===== src/rtl/reg_dump_streamer_pkg.sv =====
// Shared types and constants for the register-dump streamer: beat layout, FSM encoding,
// and the helper that builds a register beat.
package reg_dump_streamer_pkg;

  localparam int unsigned NUM_REGS = 32;
  localparam int unsigned DATA_W   = 32;
  localparam int unsigned ADDR_W   = 5;
  localparam int unsigned TAG_W    = ADDR_W + 1;
  localparam int unsigned CNT_W    = 16;

  localparam logic [TAG_W-1:0] TAG_PC = 6'h20;

  typedef enum logic [1:0] {
    StIdle,
    StHdr,
    StRegs
  } state_e;

  typedef struct packed {
    logic [TAG_W-1:0]  tag;
    logic              last;
    logic [DATA_W-1:0] data;
  } beat_t;

  // Register beats carry their index as the tag; only the highest index closes a frame.
  function automatic beat_t reg_beat(logic [ADDR_W-1:0] idx, logic [DATA_W-1:0] data);
    beat_t b;
    b.tag  = {1'b0, idx};
    b.last = (idx == ADDR_W'(NUM_REGS - 1));
    b.data = data;
    return b;
  endfunction

endpackage


===== src/rtl/reg_dump_streamer_if.sv =====
// Valid/ready beat stream between the dump streamer and its consumer.
interface reg_dump_streamer_if;
  import reg_dump_streamer_pkg::*;

  logic              out_valid;
  logic              out_ready;
  logic [DATA_W-1:0] out_data;
  logic [TAG_W-1:0]  out_tag;
  logic              out_last;

  modport master (
    output out_valid,
    output out_data,
    output out_tag,
    output out_last,
    input  out_ready
  );

  modport slave (
    input  out_valid,
    input  out_data,
    input  out_tag,
    input  out_last,
    output out_ready
  );

endinterface


===== src/rtl/reg_dump_streamer.sv =====
// Snapshots the PC on request, then streams one beat per register read through a spare
// combinational RF port. Single output register, one beat per clock while ready is high.
module reg_dump_streamer
  import reg_dump_streamer_pkg::*;
#(
  parameter int unsigned FrameCntW = CNT_W
) (
  input  logic                 clk,
  input  logic                 rst_n,
  input  logic                 dump_req,
  input  logic [DATA_W-1:0]    pc_in,
  output logic [ADDR_W-1:0]    rf_raddr,
  input  logic [DATA_W-1:0]    rf_rdata,
  reg_dump_streamer_if.master  out,
  output logic                 busy,
  output logic                 dump_drop,
  output logic [FrameCntW-1:0] frame_cnt
);

  state_e               state_q, state_d;
  logic [ADDR_W-1:0]    idx_q, idx_d;
  beat_t                beat_q, beat_d;
  logic                 valid_q, valid_d;
  logic                 drop_q, drop_d;
  logic [FrameCntW-1:0] cnt_q, cnt_d;

  logic              accept;
  logic [ADDR_W-1:0] idx_next;

  assign accept   = valid_q & out.out_ready;
  assign idx_next = idx_q + ADDR_W'(1);

  always_comb begin
    state_d = state_q;
    idx_d   = idx_q;
    beat_d  = beat_q;
    valid_d = valid_q;
    cnt_d   = cnt_q;
    drop_d  = dump_req && (state_q != StIdle);

    unique case (state_q)
      StIdle: begin
        if (dump_req) begin
          state_d     = StHdr;
          valid_d     = 1'b1;
          idx_d       = '0;
          beat_d.tag  = TAG_PC;
          beat_d.last = 1'b0;
          beat_d.data = pc_in;
        end
      end
      StHdr: begin
        if (accept) begin
          state_d = StRegs;
          idx_d   = '0;
          beat_d  = reg_beat('0, rf_rdata);
        end
      end
      StRegs: begin
        if (accept) begin
          if (beat_q.last) begin
            state_d = StIdle;
            valid_d = 1'b0;
            cnt_d   = cnt_q + FrameCntW'(1);
          end else begin
            idx_d  = idx_next;
            beat_d = reg_beat(idx_next, rf_rdata);
          end
        end
      end
      default: state_d = StIdle;
    endcase
  end

  // Address the register that the next accept will load.
  always_comb begin
    rf_raddr = '0;
    if (state_q == StRegs) begin
      rf_raddr = idx_next;
    end
  end

  always_ff @(posedge clk or negedge rst_n) begin
    if (!rst_n) begin
      state_q <= StIdle;
      idx_q   <= '0;
      beat_q  <= '0;
      valid_q <= 1'b0;
      drop_q  <= 1'b0;
      cnt_q   <= '0;
    end else begin
      state_q <= state_d;
      idx_q   <= idx_d;
      beat_q  <= beat_d;
      valid_q <= valid_d;
      drop_q  <= drop_d;
      cnt_q   <= cnt_d;
    end
  end

  assign out.out_valid = valid_q;
  assign out.out_data  = beat_q.data;
  assign out.out_tag   = beat_q.tag;
  assign out.out_last  = beat_q.last;
  assign busy          = (state_q != StIdle);
  assign dump_drop     = drop_q;
  assign frame_cnt     = cnt_q;

  a_last_tag: assert property (@(posedge clk) disable iff (!rst_n)
    beat_q.last |-> beat_q.tag == TAG_W'(NUM_REGS - 1));

  a_stall_hold: assert property (@(posedge clk) disable iff (!rst_n)
    valid_q && !out.out_ready |=> valid_q && $stable(beat_q));

endmodule

===== src/flat_wrapper.sv =====
// flat-port wrapper written by rule: the top's interface ports become plain ports
module reg_dump_streamer_flat import reg_dump_streamer_pkg::*;
#(
  parameter int unsigned FrameCntW = CNT_W
)
  (clk, rst_n, dump_req, pc_in, rf_raddr, rf_rdata, busy, dump_drop, frame_cnt, out_out_valid, out_out_data, out_out_tag, out_out_last, out_out_ready);
  reg_dump_streamer_if out_i ();
  input  logic clk;
  input  logic rst_n;
  input  logic dump_req;
  input  logic [DATA_W-1:0] pc_in;
  output logic [ADDR_W-1:0] rf_raddr;
  input  logic [DATA_W-1:0] rf_rdata;
  output logic busy;
  output logic dump_drop;
  output logic [FrameCntW-1:0] frame_cnt;
  output wire logic [$bits(out_i.out_valid)-1:0] out_out_valid;
  output wire logic [$bits(out_i.out_data)-1:0] out_out_data;
  output wire logic [$bits(out_i.out_tag)-1:0] out_out_tag;
  output wire logic [$bits(out_i.out_last)-1:0] out_out_last;
  input wire logic [$bits(out_i.out_ready)-1:0] out_out_ready;
  assign out_out_valid = out_i.out_valid;
  assign out_out_data = out_i.out_data;
  assign out_out_tag = out_i.out_tag;
  assign out_out_last = out_i.out_last;
  assign out_i.out_ready = out_out_ready;
  reg_dump_streamer #(.FrameCntW(FrameCntW)) u_core (.clk(clk), .rst_n(rst_n), .dump_req(dump_req), .pc_in(pc_in), .rf_raddr(rf_raddr), .rf_rdata(rf_rdata), .out(out_i), .busy(busy), .dump_drop(dump_drop), .frame_cnt(frame_cnt));
endmodule

===== config.mk =====
export PLATFORM = sky130hd
export DESIGN_NAME = reg_dump_streamer_flat
export DESIGN_NICKNAME = d
export VERILOG_FILES = /design/src/rtl/reg_dump_streamer_pkg.sv /design/src/rtl/reg_dump_streamer_if.sv /design/src/rtl/reg_dump_streamer.sv /design/src/flat_wrapper.sv
export SDC_FILE = /design/constraint.sdc
export NUM_CORES = 1
export LEC_CHECK = 0
export CAP_MARGIN = 20
export CORE_UTILIZATION = 46
export CTS_CLUSTER_SIZE = 40
export DETAILED_ROUTE_END_ITERATION = 8
export PLACE_DENSITY = 0.83
export SYNTH_ARGS = -nofsm -noshare
export SYNTH_HDL_FRONTEND = slang
export SYNTH_SLANG_ARGS = --single-unit

===== constraint.sdc =====
create_clock -name clk -period 3.1 [get_ports clk]
set_clock_uncertainty 0.05 [all_clocks]
set_input_delay 0.62 -clock clk [delete_from_list [all_inputs] [get_ports clk]]
set_output_delay 0.62 -clock clk [all_outputs]
set_load 0.1 [all_outputs]

==> metrics.txt, run 1 <==
slowest cell delay on critical path=between 400 and 500 ps; CP Max Fanout=12; max_slew headroom=just under 30%; Crit path max-delay family=buffers and inverters; library cells used by synthesis=36; reg-to-reg endpoint=u_core.out.out_data[14]; crit-path cells=inv_1 > ha_1 > nand2_1 > inv_1 > buf_4; # fillers=approximately 490; non-filler instance count after layout=534; pin count of the biggest net entering global routing=39; syn_nets=401; Post-CTS Hold Fix Bufs=0; global-route wire length before repair=12860 um; Area Growth Syn to Fin=45.88%; Power Density=402.8 mW/mm^2; post-synth top area share=just over 50%; R2R Setup Slk=between 800 and 900 ps; CTS buffer count=9; clock sink count=between 60 and 70; Crit Path Class=flip-flop to output pin; Core ar.=approximately 0.0065 mm^2; Remaining DRCs=9; antenna cell count=0; Avg Cell Area, Syn=9.682 um^2; Static Leakage=2.308 nW; initial antenna violation count=0; dpl cells=518; worst skew pair latency=approximately 340 ps; root buffer cell=clkbuf_8; Worst R2R Start=u_core.state_q[0]; Clock transition at path regs=roughly 70 ps; top-count cell post-synth=nand2_1; post-synth top area cell=dfrtp_1; CTS-repair resized insts=0; CP most frequent cell=inv_1; CP Capture Type=output pin; Buffers on Ports=130; RSZ-0062 raised after global routing=no; DP Wirelength=around 6000 um; status=finished, violations left; WP buf/inv=3; CTS tree=done; gpl congestion=0.7984; share of cells above drive strength 1=around 20%; #FFs+latches synth=between 60 and 70; period utilisation layout=roughly four fifths; FMAX=405.2 MHz; synth cell count leaders=nand2_1, dfrtp_1, o21ai_0; gr ovfl total=0; final setup fails=0; Synth Instances=approximately 330; Max Slew Vio Count=0; worst-margin pin slew=between 1000 and 1500 ps; Iteration-0 DRC Markers=about 120; CTS Buffer Depth=2; CP Launch Type=flip-flop; gr usage total=23.11%; TritonRoute pass-1 iters=8; worst path required time=2430 ps; Yosys warnings=0; Min-Delay Path Class=input pin to async pin; placed instance area=roughly 0.0043 mm^2; Hold Fails Final Rpt=0; Via Count=2833; number of max-cap violations=0; Pwr Total=roughly 1.8 mW; area occupied by multi-input gates=between 0.001 and 0.0015 mm^2; launch point of the worst path=u_core.state_q[0]; DIE AREA=just over 0.007 mm^2; Total Wirelength=8152 um; Die W=approximately 85 um; Slowest-stage cell, CP=dfrtp_1; # IOs=between 100 and 150; via/cell ratio=~5.3; layout net count=about 530; mean routed wirelength per cell=approximately 15 um; R2R cell count=7; Synth async-reset ratio=100.0%; Critical Path AT=approximately 1800 ps; Post-CTS Setup Bufs=0; Die Y=between 80 and 90 um; cell area after synthesis=0.003147 mm^2; Top FF cell, synth=dfrtp_1; synth top area cells=dfrtp_1, nand2_1, a2bb2oi_1; Levels on crit path=5; crit path to=rf_raddr[3]; Post-synth EDFFs=0; Starting Density=~50%; failing checks=DRC; FF/Latch Area=0.001602 mm^2; final instance area=roughly 0.0046 mm^2; setup_tns=0 ps; H-tree depth=3; maximum VDD drop=approximately 0.24 mV; Final Util=between 70% and 80%; Tmin final=2468 ps; post-route ant nets=0; Seq/Total Area, Yosys=between 50% and 60%; num rows=29; vias in the first global route=2642
==> kinds of logic (layout without fill, tap and decap cells) <==
group / count (synthesis) / after routing / synth area share, %
buffers and inverters: 29 / 161 / 4.016
xor gates and xnor gates: 18 / 18 / 5.010
AOI/OAI and AO/OA: 79 / 79 / 17.06
and+or+nand+nor: 122 / 122 / 18.09
muxes: 5 / 5 / 1.749
DFF: 64 / 64 / 50.89
adders and majority gates: 8 / 8 / 3.181
==> cell usage in the layout, fill, tap and decap left out, types with 9 or more instances in the layout <==
cell              n
a2bb2oi_1        32
buf_4            68
clkbuf_8          9
clkdlybuf4s50_1  66
dfrtp_1          64
inv_1             9
nand2_1          84
nand3_1           9
o21ai_0          33
xnor2_1          10
==> layout make-up <==
class | instances | area share [%]
Clock buffer | 9 | 2.698
Clock inverter | 7 | 2.617
Inverter | 9 | 0.7359
Multi-Input combinational cell | 232 | 30.91
Sequential cell | 64 | 34.89
Tap cell | 77 | 2.099
Timing Repair Buffer | 136 | 26.06
==> sequential cells by signal, summed over array words and instances (netlist names) <==
| register | flops |
|---|---|
| u_core.out.out_last | 1 |
| u_core.frame_cnt | 16 |
| u_core.out.out_data | 32 |
| u_core.out.out_tag | 6 |
| u_core.idx_q | 5 |
| u_core.state_q | 2 |
| u_core.out.out_valid | 1 |
| u_core.dump_drop | 1 |
==> where the power goes <==
part	leakage, nW	switching, mW	internal [mW]
Clock	0.119	0.337	0.535
Sequential	0.871	0.000247	0.835
Combinational	1.32	0.0451	0.0963
==> metrics by stage <==
step / hold slack, ps / worst slack (ps)
detailed placement: 415.6 / 696.2
finish: 251.1 / 632.3
floorplan: 274.4 / 235.5
global route: 286.6 / 507.7
CTS: 263.5 / 604.9
global placement: 410.3 / 766.0
==> per-layer routing <==
layer | GRT usage [%] | part of all wire (%) | up-vias
met5 | 0 | 0 | -
met4 | 8.629 | 1.2 | 0
met2 | 40.43 | 53 | 80
li1 | - | - | 1379
met3 | 4.130 | 4.8 | 11
met1 | 28.63 | 41 | 1363
==> worst min path at each step <==
stage / from / endpoint / cells past startpoint / slack, ps
2_1_floorplan: rst_n / u_core.dump_drop / 0 / 270
3_3_place_gp: u_core.frame_cnt[15] / u_core.frame_cnt[15] / 1 / 410
3_5_place_dp: u_core.frame_cnt[15] / u_core.frame_cnt[15] / 1 / 420
4_1_cts: rst_n / u_core.out.out_data[17] / 1 / 260
5_1_grt: rst_n / u_core.out.out_data[17] / 1 / 290
6_report: rst_n / u_core.out.out_data[17] / 1 / 250
No activity file was read; power rests on OpenSTA's default activity.
==> run 2: changes to the inputs <==
CORE_UTILIZATION = 43   (was 46)
PLACE_DENSITY = 0.78   (was 0.83)
clock period = 2.5 ns   (was 3.1 ns; I/O delays follow)
==> metrics.txt, run 2 (same netlist as run 1, synthesis figures left out) <==
status=complete, no violations; Flop pwr share=50.4% (+5.2 points); max_slew headroom=69.31% (+40 points); Core ar.=0.006944 mm^2 (+7.5%); via/cell ratio=5.173 (-2.5%); TritonRoute pass-1 iters=4 (-4); FF/Latch Area=0.001602 mm^2 (unchanged); Int Power=1.593 mW (+8.6%); Post-CTS Hold Fix Bufs=0 (unchanged); crit-path cells=inv_1 > ha_1 > and2_1 > buf_12; CP Launch Type=flip-flop; Clock transition at path regs=70 ps (about the same); final setup fails=0 (unchanged); Crit Path Class=flip-flop to output pin; vias in the first global route=2632 (-0.38%); gpl congestion=0.7895 (-1.1%); share of cells above drive strength 1=20.92% (+0.56 points); Total Wirelength=8407 um (+3.1%); setup_tns=0 ps (unchanged); root buffer cell=clkbuf_8; post-route ant nets=0 (unchanged); gr ovfl total=0 (unchanged); busiest layer in global routing=met2; area occupied by multi-input gates=0.001421 mm^2 (+0.18%); # fillers=550 (+12%); Largest register FFs=32 (unchanged); gr usage total=22.09% (-1.0 points); slowest cell delay on critical path=420 ps (about the same); Critical Path AT=1750 ps (-50 ps); number of max-cap violations=0 (unchanged); M1 GR Usage=29.21% (+0.58 points); Area Growth Syn to Fin=48.35%; most common cell after layout, fill and taps aside=nand2_1; Hold WS=56.24 ps (-194.9 ps); antenna cell count=0 (unchanged); launch point of the worst path=u_core.state_q[0]; Die W=87.55 um (+3.3%); worst skew pair latency=330 ps (about the same); Tmin final=approximately 2300 ps; DP Wirelength=6103 um (+1.9%); num rows=30 (+3.4%); # IOs=131 (unchanged); H-tree depth=3 (unchanged); Die Y=87.55 um (+3.3%); initial antenna violation count=0 (unchanged); grt met2 use=34.87% (-5.6 points); FMAX=434.9 MHz; Buffers on Ports=130 (unchanged); DP Worst Slack=361.3 ps (-334.9 ps); worst-margin pin slew=460.3 ps (-603.6 ps); period utilisation layout=91.98%; CTS-repair resized insts=0 (unchanged); Starting Density=45.32% (-3.4 points); clock power share=41.1% (-6.1 points); Pwr Total=2.055 mW (+11%); clock sink count=64 (unchanged); Iteration-0 DRC Markers=125 (+7.8%); CTS Buffer Depth=2 (unchanged); Via Count=2871 (+1.3%); Max Slew Vio Count=0 (unchanged); Hold Fails Final Rpt=0 (unchanged); Remaining DRCs=0 (-9); Post-CTS Setup Bufs=0 (unchanged); worst path required time=1950 ps (-480 ps); setup ws final=200.4 ps (-432.0 ps); Combinational Power Share=8.5% (+0.9 points); Static Leakage=2.314 nW (+0.25%); CP Max Fanout=12 (unchanged); Switching Share=22.47% (+1.8 points); CTS tree=done; Worst R2R Start=u_core.state_q[0]; most frequent cells in the layout=nand2_1, clkdlybuf4s50_1, dfrtp_1, buf_4, o21ai_0; pin count of the biggest net entering global routing=67 (+72%); Power Density=440.2 mW/mm^2 (+9.3%); Slowest-stage cell, CP=dfrtp_1; maximum VDD drop=0.2429 mV (+1.2%); RSZ-0062 raised after global routing=no; Min-Delay Path Class=input pin to async pin; layout net count=530 (+0.38%); DIE AREA=0.007664 mm^2 (+6.8%); routing usage on met3=4.995% (+0.87 points); global-route wire length before repair=12850 um (-0.11%); Switching Power=0.4617 mW (+21%); CTS buffer count=9 (unchanged); CP Capture Type=output pin; mean routed wirelength per cell=15.15 um (-0.77%)
-- run 2: cell count changes in the layout (fill, tap and decap cells not counted) --
cell and change:
nor2b_1 -1, nor2b_2 +1, bufinv_16 -3, clkinv_4 -2
clkbuf_8 +3, clkinvlp_4 +2, buf_12 +7, buf_4 -5
-- run 2: through the flow --
| step | area (um^2) | cells | util, % |
|---|---|---|---|
| after floorplan | 3149 | 325 | - |
| after global placement | 4476 | 539 | 64.45 |
| after detailed placement | 4476 | 539 | 64.45 |
| after CTS | 4668 | 555 | 67.23 |
| after global routing | 4668 | 555 | 67.23 |
| final | 4668 | 555 | 67.23 |
-- run 2: area by class of cell --
type / count / area share [%]
Multi-Input combinational cell: 232 / 30.45
Sequential cell: 64 / 34.31
Tap cell: 96 / 2.573
Inverter: 9 / 0.7237
Timing Repair Buffer: 138 / 27.82
Clock buffer: 12 / 3.538
Clock inverter: 4 / 0.5897
-- run 2: path summary, 6_finish.rpt --
kind | slack (ps) | cells past startpoint | endpoint
max in group asynchronous | 1640 | 2 | u_core.dump_drop
hold / removal | 60 | 1 | u_core.out.out_data[15]
setup reg to reg | 420 | 6 | u_core.idx_q[4]
setup / recovery | 200 | 4 | rf_raddr[2]
hold reg to reg | 430 | 2 | u_core.out.out_tag[4]
min in group clk | 430 | 2 | u_core.out.out_tag[4]
-- run 2: metal layers --
layer	vias up	wire length (um)	share of wire, %
met5	-	0	0
met4	0	291	3.5
met3	20	380	4.5
met2	93	4176	50
met1	1374	3559	42
li1	1384	-	-
-- run 2: critical path, delay by kind of cell (launching register included) --
| kind | cells | cell delay, ps |
|---|---|---|
| DFF | 1 | 420 |
| adders and majority gates | 1 | 370 |
| buffers and inverters | 2 | 320 |
| and+or+nand+nor | 1 | 300 |
-- run 2: power by group through the flow --
stage	clock network (mW)	logic [mW]	registers [mW]
CTS	0.858	0.177	1.04
global placement	0	0.174	1.06
detailed placement	0	0.176	1.06
global route	0.921	0.189	1.04
finish	0.845	0.174	1.04
floorplan	0	0.0354	1.06
==> run 3: changes to the inputs <==
HOLD_SLACK_MARGIN = 0.03   (was default)
==> results of run 3 <==
No change in the layout: final DEF, timing and power equal those of run 2.
